`src/rtl/irq_pkg.sv`:
```
// Shared definitions for the interrupt priority controller.
//   irq_state_e  : service FSM states (IDLE -> REQ -> WAIT -> IDLE)
//   NUM_IRQ_DEF  : default number of interrupt sources
//   idx_onehot() : index to one-hot source mask
package irq_pkg;

  localparam int unsigned NUM_IRQ_DEF = 32;

  typedef enum logic [1:0] {
    IDLE,
    REQ,
    WAIT
  } irq_state_e;

  function automatic logic [NUM_IRQ_DEF-1:0] idx_onehot(input logic [4:0] idx);
    logic [NUM_IRQ_DEF-1:0] mask;
    mask      = '0;
    mask[idx] = 1'b1;
    return mask;
  endfunction

endpackage

```
`src/rtl/irq_arbiter.sv`:
```
// Combinational interrupt arbiter.
//   eff_i        : effective (enabled, pending) sources
//   last_grant_i : index of the most recent grant (round-robin origin)
//   valid_o      : at least one source is pending
//   winner_o     : selected source index
// ROUND_ROBIN=0 picks the lowest set index; ROUND_ROBIN=1 searches upward
// starting just after last_grant_i, wrapping from NUM_IRQ-1 to 0.
module irq_arbiter #(
  parameter int unsigned  NUM_IRQ     = 32,
  parameter bit           ROUND_ROBIN = 1'b0,
  localparam int unsigned IDX_W       = $clog2(NUM_IRQ)
) (
  input  logic [NUM_IRQ-1:0] eff_i,
  input  logic [IDX_W-1:0]   last_grant_i,
  output logic               valid_o,
  output logic [IDX_W-1:0]   winner_o
);

  always_comb begin
    int unsigned idx;
    valid_o  = 1'b0;
    winner_o = '0;
    idx      = 0;
    if (ROUND_ROBIN) begin
      // Offsets 1..NUM_IRQ visit every source once, ending at last_grant itself.
      for (int unsigned k = 1; k <= NUM_IRQ; k++) begin
        idx = int'(last_grant_i) + k;
        if (idx >= NUM_IRQ) idx = idx - NUM_IRQ;
        if (!valid_o && eff_i[IDX_W'(idx)]) begin
          valid_o  = 1'b1;
          winner_o = IDX_W'(idx);
        end
      end
    end else begin
      for (int unsigned i = 0; i < NUM_IRQ; i++) begin
        if (!valid_o && eff_i[i]) begin
          valid_o  = 1'b1;
          winner_o = IDX_W'(i);
        end
      end
    end
  end

endmodule

```
`src/rtl/irq_prio_controller.sv`:
```
// Interrupt priority controller for the RISC-V core.
//   clk_i       : core clock
//   rst_i       : asynchronous reset, active high
//   int_req_i   : raw peripheral requests
//   mie_i       : per-source enable
//   edge_mode_i : per-source 1 = rising-edge latched, 0 = level
//   int_rst_i   : completion strobe from the core (one cycle)
//   int_o       : one-cycle trap request pulse
//   int_fin_o   : one-hot completion pulse to the served source
//   mcause_o    : served source index, zero-extended
// One interrupt is in service at a time; a grant is never revoked.
module irq_prio_controller
  import irq_pkg::*;
#(
  parameter int unsigned  NUM_IRQ     = NUM_IRQ_DEF,
  parameter bit           ROUND_ROBIN = 1'b0,
  localparam int unsigned IDX_W       = $clog2(NUM_IRQ)
) (
  input  logic               clk_i,
  input  logic               rst_i,
  input  logic [NUM_IRQ-1:0] int_req_i,
  input  logic [NUM_IRQ-1:0] mie_i,
  input  logic [NUM_IRQ-1:0] edge_mode_i,
  input  logic               int_rst_i,
  output logic               int_o,
  output logic [NUM_IRQ-1:0] int_fin_o,
  output logic [31:0]        mcause_o
);

  irq_state_e       state_q, state_d;
  logic [NUM_IRQ-1:0] req_q;
  logic [NUM_IRQ-1:0] pend_edge_q, pend_edge_d;
  logic [NUM_IRQ-1:0] eff;
  logic [IDX_W-1:0] cause_q;
  logic [IDX_W-1:0] last_grant_q;
  logic [IDX_W-1:0] winner;
  logic             arb_valid;
  logic             grant;
  logic             fin_en;
  logic [NUM_IRQ_DEF-1:0] fin_mask;

  assign eff = mie_i & ((edge_mode_i & pend_edge_q) | (~edge_mode_i & int_req_i));

  irq_arbiter #(
    .NUM_IRQ     (NUM_IRQ),
    .ROUND_ROBIN (ROUND_ROBIN)
  ) u_arbiter (
    .eff_i        (eff),
    .last_grant_i (last_grant_q),
    .valid_o      (arb_valid),
    .winner_o     (winner)
  );

  // A new rising edge in the completion cycle must survive the clear.
  assign pend_edge_d = (pend_edge_q & ~int_fin_o) | (int_req_i & ~req_q);

  assign fin_mask = idx_onehot(5'(cause_q));
  assign mcause_o = 32'(cause_q);

  always_comb begin
    state_d   = state_q;
    int_o     = 1'b0;
    fin_en    = 1'b0;
    grant     = 1'b0;
    int_fin_o = '0;
    case (state_q)
      IDLE: begin
        if (arb_valid) begin
          grant   = 1'b1;
          state_d = REQ;
        end
      end
      REQ: begin
        int_o   = 1'b1;
        state_d = WAIT;
      end
      WAIT: begin
        if (int_rst_i) begin
          fin_en  = 1'b1;
          state_d = IDLE;
        end
      end
      default: state_d = IDLE;
    endcase
    if (fin_en) int_fin_o = fin_mask[NUM_IRQ-1:0];
  end

  always_ff @(posedge clk_i or posedge rst_i) begin
    if (rst_i) begin
      state_q      <= IDLE;
      req_q        <= '0;
      pend_edge_q  <= '0;
      cause_q      <= '0;
      last_grant_q <= IDX_W'(NUM_IRQ - 1);
    end else begin
      state_q     <= state_d;
      req_q       <= int_req_i;
      pend_edge_q <= pend_edge_d;
      if (grant) begin
        cause_q      <= winner;
        last_grant_q <= winner;
      end
    end
  end

endmodule

```
`config.mk`:
```
export PLATFORM = sky130hd
export DESIGN_NAME = irq_prio_controller
export DESIGN_NICKNAME = d
export VERILOG_FILES = /design/src/rtl/irq_pkg.sv /design/src/rtl/irq_arbiter.sv /design/src/rtl/irq_prio_controller.sv
export SDC_FILE = /design/constraint.sdc
export NUM_CORES = 1
export LEC_CHECK = 0
export BUFFER_PORTS_ARGS = -buffer_cell sky130_fd_sc_hd__clkbuf_2
export CAP_MARGIN = 20
export CELL_PAD_IN_SITES_DETAIL_PLACEMENT = 1
export CELL_PAD_IN_SITES_GLOBAL_PLACEMENT = 1
export CORE_MARGIN = 4
export CORE_UTILIZATION = 37
export CTS_CLUSTER_SIZE = 40
export DETAILED_ROUTE_END_ITERATION = 10
export PLACE_DENSITY_LB_ADDON = 0.1
export REMOVE_ABC_BUFFERS = 1
export SYNTH_ARGS = -nofsm -noshare
export SYNTH_HDL_FRONTEND = slang
export SYNTH_SLANG_ARGS = --single-unit
export TNS_END_PERCENT = 5
```
`constraint.sdc`:
```
create_clock -name clk_i -period 4.48 [get_ports clk_i]
set_clock_uncertainty 0.05 [all_clocks]
set_input_delay 0 -clock clk_i [delete_from_list [all_inputs] [get_ports clk_i]]
set_output_delay 0 -clock clk_i [all_outputs]
set_load 0.01 [all_outputs]
```
==> reports/summary.txt <==
Outcome = complete, no violations
Maximum clock insertion buffer count = 2
CTS tree = done
Fillers = 1176
Seq cells post-synth = 71
Die X = 107.2 um
Dpl hpwl = 8712 um
Layout Nets = 661
Top-level I/O count = 164
Mapped Cells = 386
Leading area contributor after synthesis = dfrtp_1
Setup crit start = state_q[0]
Post-route cell area = 0.004908 mm2
Routed WL = 11670 um
Final setup viols = 0
Total Neg Setup Slack = 0 ns
Post-synth EDFFs = 0
Max rail drop VDD = 166.3 uV
Clk root buf = clkbuf_8
CP required = 4.43 ns
Initial Utilization = 0.3870
Post-Syn Area = 0.003643 mm2
Top_reg_cell synth = dfrtp_1
Iteration-0 DRC count of the detailed router = 89
Critical R2R Capture = cause_q[1]
Vias in the first global route = 3731
Max Slew Vio Count = 0
Setup WS pre-CTS = 2.351 ns
Util after Layout = 0.5213
Post-Place Cells = 646
Placed Area = 0.004369 mm2
Commonest cells in the netlist = dfrtp_1, o21ai_0, inv_1
Largest net degree at the start of global routing = 48
Final setup margin = 2.278 ns
DR pass1 iterations = 4
Count leader, synth = dfrtp_1
CP top delay family = simple AND/OR/NAND/NOR gates
Critical Path Max Stage Delay = 0.63 ns
Endpoint type of the worst setup path = output port
GRT overflow = 0
Fmax = 0.4541 GHz
Share of flip-flops with an asynchronous set or reset = 1.000
P&R area growth vs syn = 34.72%
Tightest Hold Check Type = input pin to flip-flop
PD cells = 365.6 mW/mm2
Clock sink count = 71
Via count = 3399
Crit path arrival time = 2.15 ns
Hold slack final = 0.1117 ns
Mean Syn Cell Area = 9.439 um2
Post-route ant nets = 0
Core area = 0.009415 mm2
Clock-pin slew on the worst setup and hold paths = 0.08 ns
Share of post-route cells with drive strength above 1 = 0.3192
Initial antenna violation count = 0
CP endpoint = int_fin_o[18]
CTS Buf Count = 9
Resized cells post-CTS = 0
Final hold violations = 0
Register area share after synthesis = 0.4876
Setup bufs post-CTS = 0
Yosys top cell area share = 0.4876
H-tree depth = 3
Die height = 107.2 um
RD Place Congestion = 0.7687
Overall Power = 1.795 mW
Clock latency on the worst-skew pair = 0.35 ns
Setup CP Type = flip-flop to output port
Min-delay src = mie_i[5]
Worst-Margin Slew = 0.8729 ns
Slew HR = 0.4164
# Max-Cap Violations = 0
RSZ-0062 raised after global routing = false
Wire length per cell = 16.77 um
Tmin final = 2.202 ns
Total track usage = 0.2070
# diodes = 0
Reg2Reg Depth = 7
# port buffers = 136
Buf/Inv on CP = 2
Synth area leaders = dfrtp_1, o21ai_0, mux2_2
CTS Hold Bufs = 34
R2r startpoint = pend_edge_q[12]
Unique masters post-synth = 45
Num rows = 35
Type of origin of the critical path = flip-flop
First-pass GRT wire length = 18510 um
Leakage = 2.343 nW
Worst R2R Setup Slack = 2.35 ns
Crit path depth = 5
Die area = 0.01150 mm2
CP Max Fanout = 16
Drc violations = 0
Final Non-Filler Cells = 696
CP max stage cell = nand3_1
Via/cell ratio = 4.884
Crit path cell chain = nand3b_1, inv_1, nand3_1, nor2_1, clkbuf_2
Ys Warns = 0
Final worst-path cycle share = 0.4915
==> flip-flops by register name, summed over array words and instances, names as in the netlist <==
signal,count
cause_q,5
pend_edge_q,32
req_q,32
state_q,2
==> logic make-up after synthesis <==
| kind of cell | Yosys count | synth area share |
|---|---|---|
| other | 1 | 0.001029 |
| buffers and inverters | 79 | 0.1092 |
| AO/OA/AOI/OAI | 111 | 0.1868 |
| multiplexers | 31 | 0.09409 |
| flip-flops | 71 | 0.4876 |
| AND/OR/NAND/NOR | 93 | 0.1212 |
==> cells in the final DEF (no fill, tap or decap), drive strengths merged, types with 2 or more instances in the layout <==
cell	n
o2bb2ai	2
o21ai	69
clkbuf	147
a211oi	2
nor2	43
clkinvlp	3
a21oi	6
and2	3
nand2	23
mux2	23
nand4	2
nand3b	4
nand3	8
dlygate4sd3	34
o211ai	3
o32a	2
a2bb2oi	6
mux2i	8
a32oi	2
o31ai	2
nor3b	2
dfrtp	71
a22oi	6
a31oi	3
inv	47
conb	27
==> power by group <==
part | leakage [nW] | switching [mW] | total (mW) | internal (mW)
sequential | 0.741 | 0.0714 | 0.778 | 0.707
clock | 0.0916 | 0.253 | 0.525 | 0.272
combinational | 1.51 | 0.295 | 0.491 | 0.196
==> cell type report <==
| cell class | instances | area (um2) | area share |
|---|---|---|---|
| Clock buffer | 11 | 141.4 | 0.02880 |
| Clock inverter | 5 | 57.56 | 0.01173 |
| Inverter | 47 | 176.4 | 0.03594 |
| Multi-Input combinational cell | 262 | 1567 | 0.3191 |
| Sequential cell | 71 | 1777 | 0.3620 |
| Tap cell | 129 | 161.4 | 0.03288 |
| Timing Repair Buffer | 171 | 1028 | 0.2095 |
==> worst min path at each step <==
stage | endpoint | slack [ns] | cells after the start
5_1_grt | cause_q[0] | 0.12 | 5
3_3_place_gp | req_q[19] | 0.003 | 2
4_1_cts | cause_q[0] | 0.11 | 5
2_1_floorplan | req_q[0] | -0.02 | 0
6_report | cause_q[4] | 0.11 | 5
3_5_place_dp | req_q[19] | 0.005 | 2
==> worst register-to-register path, cell delays in order (launching register included) <==
cell and delay [ns]:
dfrtp_1 0.38, mux2_2 0.29, a2bb2oi_1 0.30, and4_1 0.29, and4b_2 0.32, a31o_4 0.19
inv_2 0.05, o32a_1 0.16
==> per-layer routing <==
| metal | wire length, um | vias to the layer above | GRT usage | share of wire |
|---|---|---|---|---|
| met5 | 0 | - | 0 | 0 |
| met4 | 184 | 0 | 0.06484 | 0.016 |
| met3 | 654 | 17 | 0.03853 | 0.056 |
| met2 | 5950 | 112 | 0.3749 | 0.51 |
| met1 | 4882 | 1645 | 0.2466 | 0.42 |
| li1 | - | 1625 | - | - |
Power figures use the tool's default switching activity.
